`config.mk`:
```
export PLATFORM = sky130hd
export DESIGN_NAME = nexys2_regs
export DESIGN_NICKNAME = d
export VERILOG_FILES = /design/src/rtl/nexys2_regs_pkg.sv /design/src/rtl/nexys2_regs_sseg_mux.sv /design/src/rtl/nexys2_regs.sv
export SDC_FILE = /design/constraint.sdc
export NUM_CORES = 1
export LEC_CHECK = 0
export ABC_AREA = 1
export BUFFER_PORTS_ARGS = -buffer_cell sky130_fd_sc_hd__buf_4
export CORE_MARGIN = 4
export CORE_UTILIZATION = 39
export DETAILED_ROUTE_END_ITERATION = 6
export HOLD_SLACK_MARGIN = 0.03
export SLEW_MARGIN = 20
export SYNTH_ARGS = -nofsm -noshare
export SYNTH_HDL_FRONTEND = slang
export SYNTH_SLANG_ARGS = --single-unit
export TNS_END_PERCENT = 20
```
`constraint.sdc`:
```
create_clock -name CLK -period 2.7 [get_ports CLK]
set_input_delay 0.135 -clock CLK [delete_from_list [all_inputs] [get_ports CLK]]
set_output_delay 0.135 -clock CLK [all_outputs]
set_load 0.05 [all_outputs]
```
`src/rtl/nexys2_regs_pkg.sv`:
```
// Shared constants, register layout and 7-segment decode for the Nexys 2 I/O block.
package nexys2_regs_pkg;

   // Byte offsets within the block; only address bits [4:2] reach the decoder.
   localparam logic [4:0] OFS_SSEG     = 5'h00;
   localparam logic [4:0] OFS_SW       = 5'h04;
   localparam logic [4:0] OFS_BTN      = 5'h08;
   localparam logic [4:0] OFS_LED      = 5'h0C;
   localparam logic [4:0] OFS_BTN_EDGE = 5'h10;

   // SSEG register contents: decimal points above the four hex digits.
   typedef struct packed {
      logic [3:0]  dp;
      logic [15:0] digits;
   } sseg_reg_t;

   // Hex nibble to active-high segments {g,f,e,d,c,b,a}.
   function automatic logic [6:0] hex_to_seg(input logic [3:0] i_hex);
      logic [6:0] w_seg;
      case (i_hex)
         4'h0: w_seg = 7'h3F;
         4'h1: w_seg = 7'h06;
         4'h2: w_seg = 7'h5B;
         4'h3: w_seg = 7'h4F;
         4'h4: w_seg = 7'h66;
         4'h5: w_seg = 7'h6D;
         4'h6: w_seg = 7'h7D;
         4'h7: w_seg = 7'h07;
         4'h8: w_seg = 7'h7F;
         4'h9: w_seg = 7'h6F;
         4'hA: w_seg = 7'h77;
         4'hB: w_seg = 7'h7C;
         4'hC: w_seg = 7'h39;
         4'hD: w_seg = 7'h5E;
         4'hE: w_seg = 7'h79;
         default: w_seg = 7'h71;
      endcase
      return w_seg;
   endfunction

endpackage

```
`src/rtl/nexys2_regs_sseg_mux.sv`:
```
// Multiplexed 4-digit 7-segment driver: free-running refresh counter, digit select, registered
// active-low anode and cathode outputs.
module nexys2_regs_sseg_mux
   import nexys2_regs_pkg::*;
#(
   parameter int unsigned SSEG_DIV_WIDTH = 16
) (
   input  logic      i_clk,
   input  logic      i_rst,
   input  sseg_reg_t i_sseg,
   output logic [3:0] o_an,
   output logic [7:0] o_k
);

   logic [SSEG_DIV_WIDTH-1:0] r_cnt;
   logic [1:0]                w_digit;
   logic [3:0]                w_nib;
   logic                      w_dp;
   logic [3:0]                w_an_d;

   assign w_digit = r_cnt[SSEG_DIV_WIDTH-1 -: 2];

   // Pick the nibble, decimal point and anode for the digit currently being refreshed.
   always_comb begin
      w_nib  = i_sseg.digits[3:0];
      w_dp   = i_sseg.dp[0];
      w_an_d = 4'b1111;
      w_an_d[w_digit] = 1'b0;
      case (w_digit)
         2'd1: begin
            w_nib = i_sseg.digits[7:4];
            w_dp  = i_sseg.dp[1];
         end
         2'd2: begin
            w_nib = i_sseg.digits[11:8];
            w_dp  = i_sseg.dp[2];
         end
         2'd3: begin
            w_nib = i_sseg.digits[15:12];
            w_dp  = i_sseg.dp[3];
         end
         default: ;
      endcase
   end

   // Advance the refresh counter and register the active-low display outputs.
   always_ff @(posedge i_clk) begin
      if (i_rst) begin
         r_cnt <= '0;
         o_an  <= 4'hF;
         o_k   <= 8'hFF;
      end else begin
         r_cnt <= r_cnt + 1'b1;
         o_an  <= w_an_d;
         o_k   <= {~w_dp, ~hex_to_seg(w_nib)};
      end
   end

endmodule

```
`src/rtl/nexys2_regs.sv`:
```
// Wishbone register block for Nexys 2 board I/O: 7-segment display, LEDs, synchronised switches
// and buttons, and sticky button-press flags.
module nexys2_regs
   import nexys2_regs_pkg::*;
#(
   parameter int unsigned SSEG_DIV_WIDTH = 16
) (
   input  logic        CLK,
   input  logic        RST_SYNC,
   input  logic        WB_CYC_IN,
   input  logic        WB_STB_IN,
   input  logic [31:0] WB_ADR_IN,
   input  logic [3:0]  WB_SEL_IN,
   input  logic        WB_WE_IN,
   output logic        WB_ACK_OUT,
   output logic [31:0] WB_DAT_RD_OUT,
   input  logic [31:0] WB_DAT_WR_IN,
   input  logic [7:0]  SW_IN,
   input  logic [3:0]  BTN_IN,
   output logic [7:0]  LED_OUT,
   output logic [3:0]  SSEG_AN_OUT,
   output logic [7:0]  SSEG_K_OUT
);

   logic [7:0]  r_sw_s1, r_sw_s2;
   logic [3:0]  r_btn_s1, r_btn_s2, r_btn_s3;
   sseg_reg_t   r_sseg, w_sseg_d;
   logic [7:0]  r_led, w_led_d;
   logic [3:0]  r_edge, w_edge_d, w_clr;
   logic        r_ack;
   logic [31:0] r_rd, w_rd_d;
   logic        w_access;
   logic [4:0]  w_ofs;
   logic        w_unused_bits;

   // Holding ack for one cycle blocks a back-to-back access, so held STB repeats every 2nd cycle.
   assign w_access = WB_CYC_IN & WB_STB_IN & ~r_ack;
   assign w_ofs    = {WB_ADR_IN[4:2], 2'b00};

   assign w_unused_bits = ^{WB_ADR_IN[31:5], WB_ADR_IN[1:0], WB_SEL_IN[3], WB_DAT_WR_IN[31:20]};

   // Two-flop synchronisers on the asynchronous pins, plus a third button stage for edge detect.
   always_ff @(posedge CLK) begin
      if (RST_SYNC) begin
         r_sw_s1  <= '0;
         r_sw_s2  <= '0;
         r_btn_s1 <= '0;
         r_btn_s2 <= '0;
         r_btn_s3 <= '0;
      end else begin
         r_sw_s1  <= SW_IN;
         r_sw_s2  <= r_sw_s1;
         r_btn_s1 <= BTN_IN;
         r_btn_s2 <= r_btn_s1;
         r_btn_s3 <= r_btn_s2;
      end
   end

   // Decode the bus access into register next-state and read data.
   always_comb begin
      w_sseg_d = r_sseg;
      w_led_d  = r_led;
      w_clr    = '0;
      w_rd_d   = '0;
      if (w_access && WB_WE_IN) begin
         case (w_ofs)
            OFS_SSEG: begin
               if (WB_SEL_IN[0]) w_sseg_d.digits[7:0]  = WB_DAT_WR_IN[7:0];
               if (WB_SEL_IN[1]) w_sseg_d.digits[15:8] = WB_DAT_WR_IN[15:8];
               if (WB_SEL_IN[2]) w_sseg_d.dp           = WB_DAT_WR_IN[19:16];
            end
            OFS_LED:      if (WB_SEL_IN[0]) w_led_d = WB_DAT_WR_IN[7:0];
            OFS_BTN_EDGE: if (WB_SEL_IN[0]) w_clr   = WB_DAT_WR_IN[3:0];
            default: ;
         endcase
      end else if (w_access) begin
         case (w_ofs)
            OFS_SSEG:     w_rd_d = {12'h000, r_sseg};
            OFS_SW:       w_rd_d = {24'h00_0000, r_sw_s2};
            OFS_BTN:      w_rd_d = {28'h000_0000, r_btn_s2};
            OFS_LED:      w_rd_d = {24'h00_0000, r_led};
            OFS_BTN_EDGE: w_rd_d = {28'h000_0000, r_edge};
            default:      w_rd_d = '0;
         endcase
      end
      // A new rising edge beats a simultaneous clear.
      w_edge_d = (r_edge & ~w_clr) | (r_btn_s2 & ~r_btn_s3);
   end

   // Register state, single-cycle ack and read data; reset discards any in-flight access.
   always_ff @(posedge CLK) begin
      if (RST_SYNC) begin
         r_sseg <= '0;
         r_led  <= '0;
         r_edge <= '0;
         r_ack  <= 1'b0;
         r_rd   <= '0;
      end else begin
         r_sseg <= w_sseg_d;
         r_led  <= w_led_d;
         r_edge <= w_edge_d;
         r_ack  <= w_access;
         r_rd   <= w_rd_d;
      end
   end

   assign WB_ACK_OUT    = r_ack;
   assign WB_DAT_RD_OUT = r_rd;
   assign LED_OUT       = r_led;

   nexys2_regs_sseg_mux #(
      .SSEG_DIV_WIDTH(SSEG_DIV_WIDTH)
   ) u_sseg_mux (
      .i_clk  (CLK),
      .i_rst  (RST_SYNC),
      .i_sseg (r_sseg),
      .o_an   (SSEG_AN_OUT),
      .o_k    (SSEG_K_OUT)
   );

endmodule
```
### Yosys cells after proc, flatten, opt, wreduce, memory -nomap -nowiden

Memories as Yosys holds them, arrays and structs flattened.
Cells that the tools add are included.

| word-level totals | value |
|---|---|
| flip-flop bits (word level) | 121 |
| ROM bits | 112 |
| output and inout port bits | 53 |
| memories kept | 1 |

Memories:

| memory | words | width | rd ports | clocked after memory_dff | wr ports | RTL line | source |
|---|---|---|---|---|---|---|---|
| (no name shown) | 16 | 7 | 1 | 0 | 0 | nexys2_regs_pkg.sv:20 | `case (i_hex)` |

| operators by class | value |
|---|---|
| add/sub/neg operators | 1 |
| order comparisons | 2 |
| equality and inequality tests | 7 |
| multiplexer cells | 9 |
| bitwise gates (word level) | 12 |
| reductions and logical operators | 8 |

Operators with widths:

| cell | number |
|---|---|
| one-hot mux 20 bit (5 select lines) | 1 |
| adder 16 x 1 -> 16 bit, second input constant | 1 |
| two-way mux 4 bit | 3 |
| inverter 4 bit | 3 |
| one-hot mux 4 bit (3 select lines) | 1 |
| AND reduction 3 bit | 4 |
| AND 4 bit | 2 |
| two-way mux 7 bit | 1 |
| inverter 7 bit | 1 |
| == test 3 x 2 -> 1 bit, second input constant | 2 |
| zero test 5 bit | 1 |
| == test 2 bit, second input constant | 2 |
| OR 4 bit | 1 |
| == test 3 x 1 -> 1 bit, second input constant | 1 |
| == test 3 bit, second input constant | 1 |
| < comparator 2 x 3 -> 1 bit, second input constant | 1 |
| inverter 1 bit | 3 |
| one-hot mux 1 bit (3 select lines) | 1 |
| OR reduction 3 bit | 1 |
| AND 1 bit | 2 |
| demux 1 bit (select 2 bit) | 1 |
| == test 2 x 1 -> 1 bit, second input constant | 1 |
| greater-or-equal comparator 2 x 1 -> 1 bit, second input constant | 1 |
| logical AND 1 bit | 2 |
| two-way mux 1 bit | 1 |

### Depth between registers and ports, before layout

| logic depth | value |
|---|---|
| word-level depth | 7 |
| gate-level depth with buffers | 14 |

### By module

Synthesis repeated with hierarchy kept, for this count alone.

| unflattened totals | value |
|---|---|
| cells, all modules | 656 |
| area total of the unflattened synthesis | 4790.8 µm² |

By module, submodules not included:

| module | times used | cells an instance | area an instance (µm²) | sequential area each (µm²) |
|---|---|---|---|---|
| nexys2_regs | 1 | 430 | 3210.6 | 1621.6 |
| nexys2_regs_sseg_mux | 1 | 226 | 1580.3 | 560.5 |

### Worst setup path before layout

No wires, ideal clock.

| timing | value |
|---|---|
| path type | reg-to-reg |
| start | reg u_sseg_mux.r_cnt[14] |
| end | reg u_sseg_mux.o_k[3] |
| library setup time | 0.129 ns |
| data arrival time | 1.565 ns |
| setup slack | 1.006 ns |
| cell stages (with the launch flop) | 13 |
| buffers on the path | 0 |
| cells stage by stage | dfxtp_1 > inv_2 > nand2_1 > inv_1 > nand2_1 > nand3_1 > nor2_2 > inv_1 > ha_1 > nand3_1 > nand2_1 > nand2_1 > nand3_1 |

| on the way | value |
|---|---|
| longest elaborated chain between the ends | 5 |

RTL lines:

| element | RTL line | source |
|---|---|---|
| from (decl) | nexys2_regs_sseg_mux.sv:15 | `logic [SSEG_DIV_WIDTH-1:0] r_cnt;` |
| from (signal assigned) | nexys2_regs_sseg_mux.sv:53 | `r_cnt <= r_cnt + 1'b1;` |
| == test 2 bit or == test 2 x 1 -> 1 bit (tied branches) | nexys2_regs_sseg_mux.sv:29 | `case (w_digit)` |
| one-hot mux 4 bit (3 select lines) (*) | nexys2_regs_sseg_mux.sv:29 |  |
| memory (16 x 7 bit) (*) | -- |  |
| two-way mux 7 bit (*) | nexys2_regs_sseg_mux.sv:48 | `if (i_rst) begin` |
| inverter 7 bit (*) | nexys2_regs_sseg_mux.sv:55 | `o_k <= {~w_dp, ~hex_to_seg(w_nib)};` |
| to (signal assigned) | nexys2_regs_sseg_mux.sv:55 |  |
| to (decl) | nexys2_regs_sseg_mux.sv:12 | `output logic [7:0] o_k` |

Mark *: on every way between the ends. The rest lies on a longest branch, timed or not. The select of a mux whose other input is x is not followed.
A chain may end at the register's enable or synchronous reset.

### Worst setup path in the final report

| timing | value |
|---|---|
| start | reg u_sseg_mux.r_cnt[14] |
| end | reg u_sseg_mux.o_k[1] |

The elaborated chain is that of the path after synthesis.

==> impl_metrics.tcl <==
set metrics [dict create \
    rsz0062_at_grt "no" \
    core_um2 11000 \
    startpoint "u_sseg_mux.r_cnt[14]" \
    die_w_um 115 \
    max_stage_delay_ns 0.47 \
    grt_first_pass_wirelength_um 16700 \
    use_met3_pct 4.18 \
    drtPass1Iterations 4 \
    cp_top_family "simple AND/OR/NAND/NOR gates" \
    layout.nets 766 \
    hold_viol 0 \
    drt-total-wl_um 10300 \
    port_buffers 83 \
    synth-seq-cells 109 \
    synthCells 577 \
    critPathCaptureType "flop" \
    cts.path.max_buffers 2 \
    finalCriticalPeriod_ns 2.05 \
    hold_path_class "in -> reg" \
    vias_per_cell 4.55 \
    vias 3719 \
    busiest_layer "met2" \
    grtUsageTotal_pct 16.1 \
    p_per_area_nw_per_um2 584 \
    drive_gt1_share_pct 19.3 \
    start_util_pct 40.4 \
    worstPathRequired_ns 2.94 \
    placed_area_um2 5120 \
    grt_max_degree 49 \
    fin_worst_skew_ns 0.00460 \
    maxSlewViolCount 0 \
    ys_seq_area_share_pct 49.2 \
    arrival_ns 2.29 \
    setup_tns_ns 0 \
    path_clk_slew_ns 0.07 \
    place.gp.congestion 0.894 \
    clock_latency_ns 0.34 \
    cp_cell_sequence "inv_2 -> nand2_1 -> inv_1 -> nand2_1 -> nand3_1 -> nor2_2 -> inv_1 -> ha_1 -> nand3_1 -> nor2_1 -> nor2_1 -> nand2_1" \
    grt-ovfl-total 0 \
    die_h_um 115 \
    grt_pass1_vias 3524 \
    worst_slack_ns 0.646 \
    reg2reg_from "u_sseg_mux.r_cnt[14]" \
    grt_antenna_before_repair 0 \
    max_freq_mhz 487 \
    first_iter_violations 196 \
    place_ws_ns 0.677 \
    setup_violations 0 \
    maxCapViolations 0 \
    global_route.usage.met1_pct 20.0 \
    cts_buffers 9 \
    utilization_pct 50.9 \
    drc_errors 0 \
    dp_hpwl_um 7550 \
    slew_headroom_pct 28.2 \
    slowest_stage "dfxtp_1" \
    ios 138 \
    cts_tree "built" \
    status "finished clean" \
    vdd_drop_max_mv 0.357 \
    final.fill_count 1058 \
    post-route-period-util_pct 76.1 \
    h-tree-depth 3 \
    yosysWarnings 0 \
    wl_per_cell_um 12.6 \
    crit_type "reg -> reg" \
    clock-sinks 109 \
    crit_buf_inv 3 \
    antenna_left 0 \
    cp_max_fo 7 \
    n_antenna_cell 0 \
    cts_root_buf "clkbuf_16" \
    design_area_um2 5590 \
    cpMostUsedCell "nand2_1" \
    worst_pin_slew_ns 1.08 \
    avgSynthCellArea_um2 7.69 \
    ys_types 33 \
    syn2layout_area_growth_pct 26.0 \
    hp-start "WB_DAT_WR_IN[1]" \
    netlist_area_um2 4430 \
    rows 38 \
    met2_usage_pct 27.0 \
    leakage_nw 2.50 \
    dieArea_um2 13100 \
    worstSetupStartpointType "flop" \
]
==> metrics by stage <==
| stage | hold WS, ns | cells | power [mW] |
|---|---|---|---|
| 2_1_floorplan | 0.242 | 588 | 1.85 |
| 4_1_cts | 0.0316 | 818 | 3.30 |
| 3_5_place_dp | 0.342 | 786 | 1.93 |
| 6_report | 0.0388 | 818 | 3.26 |
| 3_3_place_gp | 0.334 | 786 | 1.92 |
| 5_1_grt | 0.0555 | 818 | 3.39 |
==> worst register-to-register path, cell delays in order, from the launching register on <==
cell and delay [ns]:
dfxtp_1 0.47, inv_2 0.14, nand2_1 0.16, inv_1 0.09, nand2_1 0.08, nand3_1 0.09, nor2_2 0.22, inv_1 0.12
ha_1 0.24, nand3_1 0.12, nor2_1 0.05, nor2_1 0.11, nand2_1 0.06
==> layout by cell type (no fill, tap or decap), types with 3 or more instances in the layout <==
cell           count
nand4_1            9
nor2_2             3
inv_1             77
nor2_4             5
nor2_1           100
nand2_2            3
o21ai_0           42
conb_1            12
ha_1               8
nor3_1            15
nor3_2             4
buf_4             85
dfxtp_1          109
xor2_1             4
clkbuf_16          9
inv_2              4
dlygate4sd3_1     16
nand2_1           94
or2_2              3
nand3_1           26
a21oi_1           29
==> final timing paths <==
| kind | endpoint | slack, ns | cells past startpoint |
|---|---|---|---|
| hold / removal | LED_OUT[1] | 0.04 | 3 |
| setup reg to reg | u_sseg_mux.o_k[1] | 0.65 | 12 |
| hold reg to reg | r_sw_s2[7] | 0.40 | 2 |
| setup / recovery | u_sseg_mux.o_k[1] | 0.65 | 12 |
==> Yosys cell counts (all sizes together) <==
master	count	area share (%)
or2	3	0.42
nor2	108	10
nand3	28	3.6
inv	83	7.1
o221ai	1	0.20
nand4	9	1.3
dfxtp	109	49
nor3	19	2.6
ha	8	2.3
buf	20	3.2
xor2	4	0.79
o22ai	2	0.28
a21oi	29	3.3
nand2	99	8.9
nand3b	1	0.45
clkbuf	7	0.59
o21bai	2	0.59
o21a	2	0.34
o21ai	42	4.7
conb	1	0.085
==> metal layers <==
layer	vias to the layer above	wire length, um	part of all wire, %
met2	81	5060	49
li1	1975	-	-
met3	9	588	5.7
met4	0	119	1.2
met1	1654	4570	44
met5	-	0	0
==> timing repair <==
item / CTS / global route
hold buffers: 16 / 0
gates resized for setup: 0 / 0
buffers inserted: 0 / 0
endpoints found under the setup margin: 0 / 0
endpoints found under the hold margin: 16 / 0
==> kinds of logic after synthesis <==
logic type,after synthesis,synth area share (%)
flip-flops,109,49.2
other,1,0.0846
adder cells (fa/ha/maj),8,2.26
buffers and inverters,110,10.9
XOR/XNOR,4,0.790
AND/OR/NAND/NOR,267,27.3
AO/OA/AOI/OAI,78,9.42
==> state kept, by name (all words and copies together), names as in the netlist, 4 cells and up <==
register          flops
LED_OUT               8
WB_DAT_RD_OUT        20
r_btn_s1              4
r_btn_s2              4
r_btn_s3              4
r_edge                4
r_sseg               20
r_sw_s1               8
r_sw_s2               8
u_sseg_mux.o_an       4
u_sseg_mux.o_k        8
u_sseg_mux.r_cnt     16
==> report_power, final <==
part	internal, mW	switching, mW	total (mW)
Sequential	1.64	0.0126	1.65
Combinational	0.0938	0.158	0.252
Clock	0.735	0.623	1.36
Total	2.47	0.794	3.26
==> final cells by class <==
type                       count  area [um^2]  area share (%)
sequential                   109         2180            39.0
multi-input combinational    369         1810            32.4
timing repair buffer         101          798            14.3
inverter                      83          317            5.66
clock buffer                   9          225            4.03
tap                          140          175            3.13
clock inverter                 7         81.3            1.46
Note: power is estimated with default switching activity, not from simulation.
